<file path="config.mk">
export PLATFORM = sky130hd
export DESIGN_NAME = reg_access_ctrl
export DESIGN_NICKNAME = d
export VERILOG_FILES = /design/src/rtl/reg_access_ctrl.sv
export SDC_FILE = /design/constraint.sdc
export NUM_CORES = 1
export LEC_CHECK = 0
export CAP_MARGIN = 20
export CORE_MARGIN = 2
export CORE_UTILIZATION = 35
export CTS_CLUSTER_DIAMETER = 120
export DETAILED_ROUTE_END_ITERATION = 6
export DONT_BUFFER_PORTS = 1
export MAX_ROUTING_LAYER = met4
export PLACE_DENSITY = 0.6
export SETUP_SLACK_MARGIN = 0.1
export SLEW_MARGIN = 0
export SYNTH_ARGS = -nofsm -noshare
export SYNTH_HDL_FRONTEND = slang
export SYNTH_SLANG_ARGS = --single-unit
</file>
<file path="constraint.sdc">
create_clock -name clk -period 6.95 [get_ports clk]
set_clock_uncertainty 0.2 [all_clocks]
set_input_delay 1.39 -clock clk [delete_from_list [all_inputs] [get_ports clk]]
set_output_delay 1.39 -clock clk [all_outputs]
set_load 0.02 [all_outputs]
</file>
<file path="src/rtl/reg_access_ctrl.sv">
// reg_access_ctrl: initiator side of the memReg register-file port with a hazard scoreboard and a write-back queue.
//  Optional feature macro: BYPASS_EN (a busy source is forwarded from a matching write-back queue entry).
//  Ports:
//   clk, rst                  clock and synchronous active-high reset
//   op_valid/op_ready         operand request handshake (op_rs1, op_rs2, op_rd, op_rd_we)
//   opd_valid, opd_a, opd_b   operand return, opd_valid pulses for one cycle
//   wb_valid/wb_ready         write-back handshake (wb_rd, wb_data)
//   reg_rd, reg_wr            memReg rd_allow / wr_allow
//   rf_rs1, rf_rs2, rf_rd     memReg addresses; rf_di write data; rf_d1/rf_d2 read data
//   sb_busy, wbq_count        scoreboard bits and write-back queue occupancy
module reg_access_ctrl #(
  parameter int REG_AW    = 4,
  parameter int DATA_W    = 32,
  parameter int WBQ_DEPTH = 4
) (
  input  logic                          clk,
  input  logic                          rst,
  input  logic                          op_valid,
  output logic                          op_ready,
  input  logic [REG_AW-1:0]             op_rs1,
  input  logic [REG_AW-1:0]             op_rs2,
  input  logic [REG_AW-1:0]             op_rd,
  input  logic                          op_rd_we,
  output logic                          opd_valid,
  output logic [DATA_W-1:0]             opd_a,
  output logic [DATA_W-1:0]             opd_b,
  input  logic                          wb_valid,
  output logic                          wb_ready,
  input  logic [REG_AW-1:0]             wb_rd,
  input  logic [DATA_W-1:0]             wb_data,
  output logic                          reg_rd,
  output logic                          reg_wr,
  output logic [REG_AW-1:0]             rf_rs1,
  output logic [REG_AW-1:0]             rf_rs2,
  output logic [REG_AW-1:0]             rf_rd,
  output logic [DATA_W-1:0]             rf_di,
  input  logic [DATA_W-1:0]             rf_d1,
  input  logic [DATA_W-1:0]             rf_d2,
  output logic [2**REG_AW-1:0]          sb_busy,
  output logic [$clog2(WBQ_DEPTH):0]    wbq_count
);
  localparam int NR = 2**REG_AW;
  localparam int PW = $clog2(WBQ_DEPTH);
  localparam int CW = PW + 1;
  typedef enum logic {IDLE, READ} state_t;
  state_t state, state_n;
  logic [REG_AW-1:0] q_rd [WBQ_DEPTH];
  logic [DATA_W-1:0] q_data [WBQ_DEPTH];
  logic [PW-1:0] wptr, rptr;
  logic hazard, accept, push, pop;
  logic [NR-1:0] sb_set, sb_clr;
  logic [DATA_W-1:0] cap_a, cap_b;
`ifdef BYPASS_EN
  logic hit_a, hit_b, byp_a_en, byp_b_en;
  logic [DATA_W-1:0] hit_a_val, hit_b_val, byp_a, byp_b;
  logic [PW-1:0] idx;
  // Scan oldest to youngest so the last match seen is the youngest entry.
  always_comb begin
    hit_a = 1'b0;
    hit_b = 1'b0;
    hit_a_val = '0;
    hit_b_val = '0;
    idx = '0;
    for (int i = 0; i < WBQ_DEPTH; i++) begin
      idx = rptr + PW'(i);
      if (CW'(i) < wbq_count && q_rd[idx] == op_rs1) begin
        hit_a = 1'b1;
        hit_a_val = q_data[idx];
      end
      if (CW'(i) < wbq_count && q_rd[idx] == op_rs2) begin
        hit_b = 1'b1;
        hit_b_val = q_data[idx];
      end
    end
  end
  assign hazard = (sb_busy[op_rs1] & ~hit_a) | (sb_busy[op_rs2] & ~hit_b) | (op_rd_we & sb_busy[op_rd]);
  always_ff @(posedge clk) begin
    if (rst) begin
      byp_a_en <= 1'b0;
      byp_b_en <= 1'b0;
      byp_a <= '0;
      byp_b <= '0;
    end else if (accept) begin
      byp_a_en <= sb_busy[op_rs1] & hit_a;
      byp_b_en <= sb_busy[op_rs2] & hit_b;
      byp_a <= hit_a_val;
      byp_b <= hit_b_val;
    end
  end
  assign cap_a = byp_a_en ? byp_a : rf_d1;
  assign cap_b = byp_b_en ? byp_b : rf_d2;
`else
  assign hazard = sb_busy[op_rs1] | sb_busy[op_rs2] | (op_rd_we & sb_busy[op_rd]);
  assign cap_a = rf_d1;
  assign cap_b = rf_d2;
`endif
  always_comb begin
    op_ready = (state == IDLE) & ~hazard;
    reg_rd = state == READ;
    state_n = (op_valid & op_ready) ? READ : IDLE;
  end
  assign accept = op_valid & op_ready;
  assign wb_ready = wbq_count != CW'(WBQ_DEPTH);
  assign reg_wr = wbq_count != '0;
  assign pop = reg_wr;
  assign push = wb_valid & wb_ready;
  assign rf_rd = q_rd[rptr];
  assign rf_di = q_data[rptr];
  // Clear precedes set so a same-edge claim of the popped register stays busy.
  assign sb_clr = pop ? NR'(1) << rf_rd : '0;
  assign sb_set = (accept & op_rd_we) ? NR'(1) << op_rd : '0;
  always_ff @(posedge clk) begin
    if (rst) begin
      state <= IDLE;
      opd_valid <= 1'b0;
      opd_a <= '0;
      opd_b <= '0;
      rf_rs1 <= '0;
      rf_rs2 <= '0;
      sb_busy <= '0;
      wptr <= '0;
      rptr <= '0;
      wbq_count <= '0;
    end else begin
      state <= state_n;
      opd_valid <= state == READ;
      if (state == READ) begin
        opd_a <= cap_a;
        opd_b <= cap_b;
      end
      if (accept) begin
        rf_rs1 <= op_rs1;
        rf_rs2 <= op_rs2;
      end
      sb_busy <= (sb_busy & ~sb_clr) | sb_set;
      if (push) wptr <= wptr + 1'b1;
      if (pop) rptr <= rptr + 1'b1;
      wbq_count <= wbq_count + CW'(push) - CW'(pop);
    end
  end
  always_ff @(posedge clk) begin
    if (push) begin
      q_rd[wptr] <= wb_rd;
      q_data[wptr] <= wb_data;
    end
  end
endmodule
</file>
==> impl_metrics.xml, run 1 <==
<?xml version="1.0" encoding="UTF-8"?>
<metrics>
  <group name="clocking">
    <metric name="cts-hold-fix-buffers" unit="">0</metric>
    <metric name="cts_buffers" unit="">25</metric>
    <metric name="tritoncts" unit="">built</metric>
    <metric name="ctsResizeCount" unit="">0</metric>
    <metric name="cts-root-buf" unit="">clkbuf_16</metric>
    <metric name="cts.reportedPaths.clkPinSlew" unit="ns">0.06</metric>
    <metric name="cts_setup_buffers" unit="">0</metric>
    <metric name="cts_num_sinks" unit="">243</metric>
    <metric name="worstSkewPairLatency" unit="ns">0.53</metric>
    <metric name="cts_buffer_depth" unit="">3</metric>
    <metric name="htreeDepth" unit="">1</metric>
  </group>
  <group name="drt">
    <metric name="detailroute.via_count" unit="">5250</metric>
    <metric name="via_density_per_instance" unit="">5.41</metric>
    <metric name="wire_length_after_detailed_routing" unit="mm">21.1</metric>
    <metric name="firstDrtPassIters" unit="">5</metric>
    <metric name="post-route-drc-count" unit="">0</metric>
    <metric name="wire_per_inst" unit="µm">21.7</metric>
    <metric name="antenna_violating_nets_post_route" unit="">0</metric>
    <metric name="initialDrtViolationCount" unit="">259</metric>
  </group>
  <group name="timing">
    <metric name="slew-limit-headroom" unit="%">31.8</metric>
    <metric name="max_freq" unit="MHz">209</metric>
    <metric name="timing.final.hold_violations" unit="">0</metric>
    <metric name="fin_setup_tns" unit="ns">0</metric>
    <metric name="setup_viol_count_final" unit="">0</metric>
    <metric name="grt_setup_unrepaired" unit="">no</metric>
    <metric name="tightestPinTransition" unit="ns">1.02</metric>
    <metric name="timing_max_transition_violations_final" unit="">0</metric>
    <metric name="finalCritPeriodShare" unit="%">68.9</metric>
    <metric name="worst_slack" unit="ns">2.16</metric>
    <metric name="timing.final.crit_period" unit="ns">4.79</metric>
  </group>
  <group name="status">
    <metric name="outcome" unit="">finished, final reports clean</metric>
  </group>
  <group name="floorplanning">
    <metric name="start_util" unit="%">35.4</metric>
    <metric name="die_w" unit="µm">168</metric>
    <metric name="die-area" unit="mm²">0.0283</metric>
    <metric name="rows" unit="">60</metric>
    <metric name="fp.dieH" unit="µm">168</metric>
    <metric name="core-area" unit="mm²">0.0267</metric>
    <metric name="design.portCount" unit="">249</metric>
  </group>
  <group name="global_routing">
    <metric name="vias_in_the_first_global_route" unit="">5400</metric>
    <metric name="grt-ovfl-total" unit="">0</metric>
    <metric name="grt_first_pass_wirelength" unit="mm">31.1</metric>
    <metric name="antenna_violations_before_repair" unit="">0</metric>
    <metric name="grt_usage" unit="%">14.7</metric>
    <metric name="grt_max_degree" unit="">85</metric>
  </group>
  <group name="worst_setup_path">
    <metric name="cp.arrival" unit="ns">3.20</metric>
    <metric name="worst_setup_start_kind" unit="">input port</metric>
    <metric name="setup.worst_path.end_class" unit="">output pin</metric>
    <metric name="worst_ep_required_time" unit="ns">5.36</metric>
    <metric name="critical_path.max_fanout" unit="">9</metric>
    <metric name="timing.setup.critical_path_class" unit="">in2out</metric>
  </group>
  <group name="synth">
    <metric name="netlist-cell-type-count" unit="">46</metric>
    <metric name="syn_nets" unit="">740</metric>
    <metric name="yosysWarnings" unit="">0</metric>
    <metric name="synth.top_cell.area_share" unit="%">45.8</metric>
    <metric name="synth_top_cells_by_area" unit="">edfxtp_1, dfxtp_1, mux4_2</metric>
    <metric name="synth_edf_count" unit="">144</metric>
    <metric name="postSynthRegisterBits" unit="">243</metric>
    <metric name="synthesis.instances" unit="">616</metric>
    <metric name="synthFlopType" unit="">edfxtp_1</metric>
    <metric name="synth.yosys.seq_area_share" unit="%">66.7</metric>
    <metric name="synth_area_per_cell" unit="µm²">15.3</metric>
    <metric name="syn_area" unit="mm²">0.00945</metric>
    <metric name="async_flop_share" unit="%">0</metric>
    <metric name="post-synth-top-area-cell" unit="">edfxtp_1</metric>
  </group>
  <group name="min_path">
    <metric name="hold_class" unit="">reg2reg</metric>
  </group>
  <group name="finish">
    <metric name="final_util" unit="%">39.9</metric>
    <metric name="most-common-layout-cells" unit="">edfxtp_1, dfxtp_1, nor2_1</metric>
    <metric name="most_common_cell_after_layout_fill_and_taps_aside" unit="">edfxtp_1</metric>
    <metric name="nets_final" unit="">735</metric>
    <metric name="fillers" unit="">2435</metric>
    <metric name="signed_area_change_from_the_synthesized_netlist_to_the_final_layout" unit="%">12.8</metric>
    <metric name="drive_above_1_share" unit="%">17.0</metric>
    <metric name="number_of_diodes_added_for_antenna_fixing" unit="">0</metric>
  </group>
  <group name="pwr">
    <metric name="fin_total_pwr" unit="µW">4030</metric>
    <metric name="leakage" unit="µW">0.00350</metric>
    <metric name="max-vdd-ir-drop" unit="V">0.000196</metric>
    <metric name="power-per-cell-area" unit="mW/mm²">378</metric>
  </group>
  <group name="placement">
    <metric name="place_worst_setup_slack" unit="ns">2.18</metric>
    <metric name="port-buffer-count" unit="">0</metric>
    <metric name="globalplace.congestion" unit="">0.877</metric>
    <metric name="dp_hpwl" unit="mm">13.9</metric>
  </group>
  <group name="job">
    <metric name="max_cap_violations" unit="">0</metric>
  </group>
</metrics>
## sequential cells by signal, summed over array words and instances (netlist names), named ones only
register   count
q_data       128
opd_a         32
sb_busy       16
reg_rd         1
rf_rs1         4
opd_b         32
opd_valid      1
rptr           2
wbq_count      3
rf_rs2         4
wptr           2
q_rd          16
## cell type report
class,count,area [µm²],share of cell area (%)
sequential,243,6310,59.2
multi-input combinational,329,2960,27.8
clock buffer,40,800,7.50
tap,341,427,4.00
clock inverter,6,95.1,0.892
timing repair buffer,3,35.0,0.329
inverter,9,33.8,0.317
## worst paths after layout
path / start / endpoint / depth (start not counted) / slack (ns)
setup / recovery: op_rs1[1] / op_ready / 4 / 2.16
hold / removal: wptr[1]$_SDFFE_PP0P_ / wptr[1]$_SDFFE_PP0P_ / 2 / 0.31
setup reg to reg: wbq_count[1]$_SDFF_PP0_ / wbq_count[2]$_SDFF_PP0_ / 9 / 3.89
hold reg to reg: wptr[1]$_SDFFE_PP0P_ / wptr[1]$_SDFFE_PP0P_ / 2 / 0.31
## power breakdown
part | switching (µW) | leakage (µW) | internal [µW]
Clock | 536 | 0.000452 | 866
Combinational | 517 | 0.000922 | 296
Sequential | 137 | 0.00213 | 1670
Total | 1190 | 0.00350 | 2840
## synthesized netlist by cell type (3+ instances only)
library cell	n
nor3b_1	6
and3_1	4
dfxtp_1	99
nor2b_1	10
nand4_1	9
nand3_1	17
nand2b_1	3
mux2i_1	64
a21oi_1	10
mux2_2	3
clkbuf_1	20
inv_1	8
nand2_1	18
buf_2	5
o41ai_1	4
ha_1	6
nand3b_1	3
mux4_2	46
buf_1	7
nor3_1	4
nor2_1	76
edfxtp_1	144
xnor2_1	3
o31ai_1	18
## logic make-up after synthesis
logic type / Yosys count / share of synthesized area [%]
mux: 113 / 18.1
flops: 243 / 66.7
simple gates: 158 / 8.05
fa+ha+maj: 7 / 1.01
compound gates: 47 / 3.73
buf+inv: 44 / 2.01
xor+xnor: 4 / 0.371
## per-layer routing
| metal | vias up | track usage (%) | routed length [µm] | share of wire, % |
|---|---|---|---|---|
| met1 | 2647 | 16.2 | 7880 | 37 |
| li1 | 2338 | - | - | - |
| met5 | - | - | 0 | 0 |
| met4 | 0 | 5.10 | 633 | 3.0 |
| met3 | 44 | 6.25 | 2290 | 11 |
| met2 | 221 | 23.9 | 10300 | 49 |
## critical path: stages
cell,delay [ns]
mux4_2,0.47
a22o_1,0.23
nand4b_1,0.41
nor3_1,0.69
## stage by stage
stage	cells	hold slack (ns)	cell area, µm²
after floorplan	616	0.269	9450
after global placement	924	0.274	9750
after detailed placement	924	0.298	9750
after CTS	970	0.308	10600
after global routing	971	0.346	10700
final	971	0.312	10700
Note: power is estimated with default switching activity, not from simulation.
==> run 2, diff against run 1 <==
--- a/config.mk
+++ b/config.mk
@@ -5,6 +5,7 @@
 export SDC_FILE = /design/constraint.sdc
 export NUM_CORES = 1
 export LEC_CHECK = 0
+export ABC_AREA = 1
 export CAP_MARGIN = 20
 export CORE_MARGIN = 2
 export CORE_UTILIZATION = 35
@@ -12,7 +13,7 @@
 export DETAILED_ROUTE_END_ITERATION = 6
 export DONT_BUFFER_PORTS = 1
 export MAX_ROUTING_LAYER = met4
-export PLACE_DENSITY = 0.6
+export PLACE_DENSITY = 0.62
 export SETUP_SLACK_MARGIN = 0.1
 export SLEW_MARGIN = 0
 export SYNTH_ARGS = -nofsm -noshare
==> constraint.sdc (replaced) <==
create_clock -name clk -period 4.2 [get_ports clk]
set_clock_uncertainty 0.2 [all_clocks]
set_input_delay 0.84 -clock clk [delete_from_list [all_inputs] [get_ports clk]]
set_output_delay 0.84 -clock clk [all_outputs]
set_load 0.02 [all_outputs]
==> impl_metrics.xml, run 2 <==
<?xml version="1.0" encoding="UTF-8"?>
<metrics>
  <group name="clocking">
    <metric name="cts_buffers" unit="">27</metric>
    <metric name="worstSkewPairLatency" unit="ns">0.53</metric>
    <metric name="cts.reportedPaths.clkPinSlew" unit="ns">0.06</metric>
    <metric name="cts_num_sinks" unit="">243</metric>
    <metric name="htreeDepth" unit="">1</metric>
    <metric name="cts-root-buf" unit="">clkbuf_16</metric>
    <metric name="tritoncts" unit="">built</metric>
    <metric name="cts_buffer_depth" unit="">3</metric>
    <metric name="ctsResizeCount" unit="">0</metric>
    <metric name="cts_setup_buffers" unit="">0</metric>
    <metric name="cts-hold-fix-buffers" unit="">0</metric>
  </group>
  <group name="pwr">
    <metric name="seq_power_share" unit="%">43.0</metric>
    <metric name="max-vdd-ir-drop" unit="V">0.000413</metric>
    <metric name="leakage" unit="µW">0.00392</metric>
    <metric name="share_clk_of_total_power" unit="%">33.6</metric>
    <metric name="p_sw" unit="µW">2310</metric>
    <metric name="netSwitchingFraction" unit="%">34.2</metric>
    <metric name="internal_power" unit="µW">4460</metric>
    <metric name="power.share.combinational" unit="%">23.4</metric>
    <metric name="fin_total_pwr" unit="µW">6780</metric>
    <metric name="power-per-cell-area" unit="mW/mm²">629</metric>
  </group>
  <group name="timing">
    <metric name="max_freq" unit="MHz">302</metric>
    <metric name="timing.final.crit_period" unit="ns">3.31</metric>
    <metric name="timing.final.hold_violations" unit="">0</metric>
    <metric name="timing_max_transition_violations_final" unit="">0</metric>
    <metric name="finalCritPeriodShare" unit="%">78.8</metric>
    <metric name="slew-limit-headroom" unit="%">42.3</metric>
    <metric name="tightestPinTransition" unit="ns">0.866</metric>
    <metric name="grt_setup_unrepaired" unit="">no</metric>
    <metric name="setup_viol_count_final" unit="">0</metric>
    <metric name="fin_setup_tns" unit="ns">0</metric>
  </group>
  <group name="synth">
    <metric name="synth.top_cells.by_count" unit="">nor2_1, edfxtp_1, o21ai_0</metric>
    <metric name="yosysWarnings" unit="">0</metric>
    <metric name="async_flop_share" unit="%">0</metric>
    <metric name="synth_area_per_cell" unit="µm²">10.1</metric>
    <metric name="synth.yosys.seq_area_share" unit="%">65.3</metric>
    <metric name="post-synth-top-area-cell" unit="">edfxtp_1</metric>
    <metric name="synthesis.instances" unit="">954</metric>
    <metric name="syn_area" unit="mm²">0.00966</metric>
    <metric name="synth_edf_count" unit="">144</metric>
    <metric name="synth_most_common_cell" unit="">nor2_1</metric>
    <metric name="netlist-cell-type-count" unit="">34</metric>
    <metric name="postSynthRegisterBits" unit="">243</metric>
    <metric name="syn_nets" unit="">1078</metric>
    <metric name="synthFlopType" unit="">edfxtp_1</metric>
    <metric name="synth.top_cell.area_share" unit="%">44.8</metric>
    <metric name="synth_top_cells_by_area" unit="">edfxtp_1, dfxtp_1, nor2_1</metric>
  </group>
  <group name="worst_setup_path">
    <metric name="setup.worst_path.end_class" unit="">output pin</metric>
    <metric name="worst_setup_start_kind" unit="">flip-flop</metric>
    <metric name="cp.arrival" unit="ns">2.27</metric>
    <metric name="critical_path.max_fanout" unit="">72</metric>
    <metric name="worst_ep_required_time" unit="ns">3.16</metric>
    <metric name="timing.setup.critical_path_class" unit="">reg2out</metric>
    <metric name="r2r.worst_path.cells" unit="">9</metric>
  </group>
  <group name="floorplanning">
    <metric name="die_w" unit="µm">170</metric>
    <metric name="core-area" unit="mm²">0.0270</metric>
    <metric name="fp.dieH" unit="µm">170</metric>
    <metric name="start_util" unit="%">35.7</metric>
    <metric name="design.portCount" unit="">249</metric>
    <metric name="rows" unit="">60</metric>
    <metric name="die-area" unit="mm²">0.0289</metric>
  </group>
  <group name="drt">
    <metric name="antenna_violating_nets_post_route" unit="">0</metric>
    <metric name="detailroute.via_count" unit="">6728</metric>
    <metric name="initialDrtViolationCount" unit="">428</metric>
    <metric name="firstDrtPassIters" unit="">5</metric>
    <metric name="wire_length_after_detailed_routing" unit="mm">23.9</metric>
    <metric name="post-route-drc-count" unit="">0</metric>
    <metric name="via_density_per_instance" unit="">5.20</metric>
    <metric name="wire_per_inst" unit="µm">18.5</metric>
  </group>
  <group name="finish">
    <metric name="reg.largest.list" unit="">q_data (128), opd_a (32), opd_b (32)</metric>
    <metric name="fillers" unit="">2633</metric>
    <metric name="most-common-layout-cells" unit="">nor2_1, edfxtp_1, o21ai_0</metric>
    <metric name="regMostFlops" unit="">q_data</metric>
    <metric name="drive_above_1_share" unit="%">8.07</metric>
    <metric name="number_of_diodes_added_for_antenna_fixing" unit="">0</metric>
    <metric name="final_design_area_no_fill" unit="mm²">0.0108</metric>
    <metric name="signed_area_change_from_the_synthesized_netlist_to_the_final_layout" unit="%">11.5</metric>
    <metric name="nets_final" unit="">1057</metric>
    <metric name="final_util" unit="%">39.9</metric>
    <metric name="most_common_cell_after_layout_fill_and_taps_aside" unit="">nor2_1</metric>
    <metric name="max_reg_flops" unit="">128</metric>
  </group>
  <group name="status">
    <metric name="outcome" unit="">finished, final reports clean</metric>
  </group>
  <group name="placement">
    <metric name="dp_hpwl" unit="mm">15.1</metric>
    <metric name="port-buffer-count" unit="">0</metric>
    <metric name="globalplace.congestion" unit="">0.817</metric>
    <metric name="placement.cell_area" unit="mm²">0.00992</metric>
  </group>
  <group name="global_routing">
    <metric name="grt_usage" unit="%">16.2</metric>
    <metric name="global_route.usage.met1" unit="%">20.2</metric>
    <metric name="antenna_violations_before_repair" unit="">0</metric>
    <metric name="grt_max_degree" unit="">73</metric>
    <metric name="global_route.usage.met2" unit="%">25.7</metric>
    <metric name="grt.busiest_layer" unit="">met2</metric>
    <metric name="vias_in_the_first_global_route" unit="">6388</metric>
    <metric name="grt_first_pass_wirelength" unit="mm">35.9</metric>
    <metric name="met3_usage" unit="%">4.51</metric>
    <metric name="grt-ovfl-total" unit="">0</metric>
  </group>
  <group name="min_path">
    <metric name="worstHoldPathCells" unit="">1</metric>
    <metric name="hold_class" unit="">in2reg</metric>
  </group>
  <group name="job">
    <metric name="max_cap_violations" unit="">0</metric>
  </group>
</metrics>
[run 2: cell count changes after synthesis, moves of 13 or more]
| cell | change |
|---|---|
| inv_1 | +34 |
| o21ai_0 | +129 |
| mux4_2 | -46 |
| nor2_1 | +141 |
| nor3_1 | +13 |
| o21ai_1 | +23 |
| nand2_1 | +50 |
| mux2i_1 | -64 |
| o31ai_1 | -18 |
| clkbuf_1 | +23 |
| o22ai_1 | +32 |
| nand3_1 | +18 |
| a21oi_1 | +26 |
[run 2: per-layer routing]
metal	up-vias	routed length (µm)
met1	3208	10100
met5	-	0
met2	220	11300
met4	0	673
met3	42	1860
li1	3258	-
[run 2: per-stage QoR]
stage / hold WS [ns] / setup WS (ns) / std cells
2_1_floorplan: 0.212 / 1.03 / 954
3_3_place_gp: 0.231 / 1.31 / 1245
3_5_place_dp: 0.234 / 1.30 / 1245
4_1_cts: 0.148 / 0.839 / 1295
5_1_grt: 0.155 / 0.740 / 1295
6_report: 0.179 / 0.891 / 1295
[run 2: area by class of cell]
type                    count  area [µm²]  area share, %
clock buffers              38         738           6.85
clock inverters            12         120           1.11
inverters                  47         176           1.64
multi-input cells         603        2910           27.0
flip-flops and latches    243        6310           58.5
well taps                 341         427           3.96
repair buffers             11        95.1          0.882
[run 2: kinds of logic (layout without fill, tap and decap cells)]
kind of cell,after synthesis,count (layout),synth area share (%)
simple gates,364,364,15.9
compound gates,230,230,12.8
buf+inv,108,108,4.91
fa+ha+maj,7,7,0.984
xor+xnor,2,2,0.181
flops,243,243,65.3
[run 2: critical path, cell delays in order (launching register included)]
cell     delay, ns
dfxtp_2       0.33
buf_4         0.54
o21ai_0       0.19
o22ai_1       0.61
[run 2: final timing paths]
kind                            slack, ns                      end                     from
worst max-delay path                 0.89                rf_di[15]                flip-flop
worst max register to register       1.40  wbq_count[2]$_SDFF_PP0_  wbq_count[1]$_SDFF_PP0_
worst min-delay path                 0.18  wbq_count[2]$_SDFF_PP0_                      rst
worst min register to register       0.24     rptr[1]$_SDFFE_PP0P_     rptr[1]$_SDFFE_PP0P_
[run 2: power by group through the flow]
| stage | clock network, µW | registers (µW) | logic [µW] |
|---|---|---|---|
| after floorplan | 0 | 2940 | 1240 |
| after global placement | 0 | 2960 | 1590 |
| after detailed placement | 0 | 2970 | 1610 |
| after CTS | 2350 | 2920 | 1610 |
| after global routing | 2430 | 2930 | 1770 |
| final | 2280 | 2910 | 1580 |
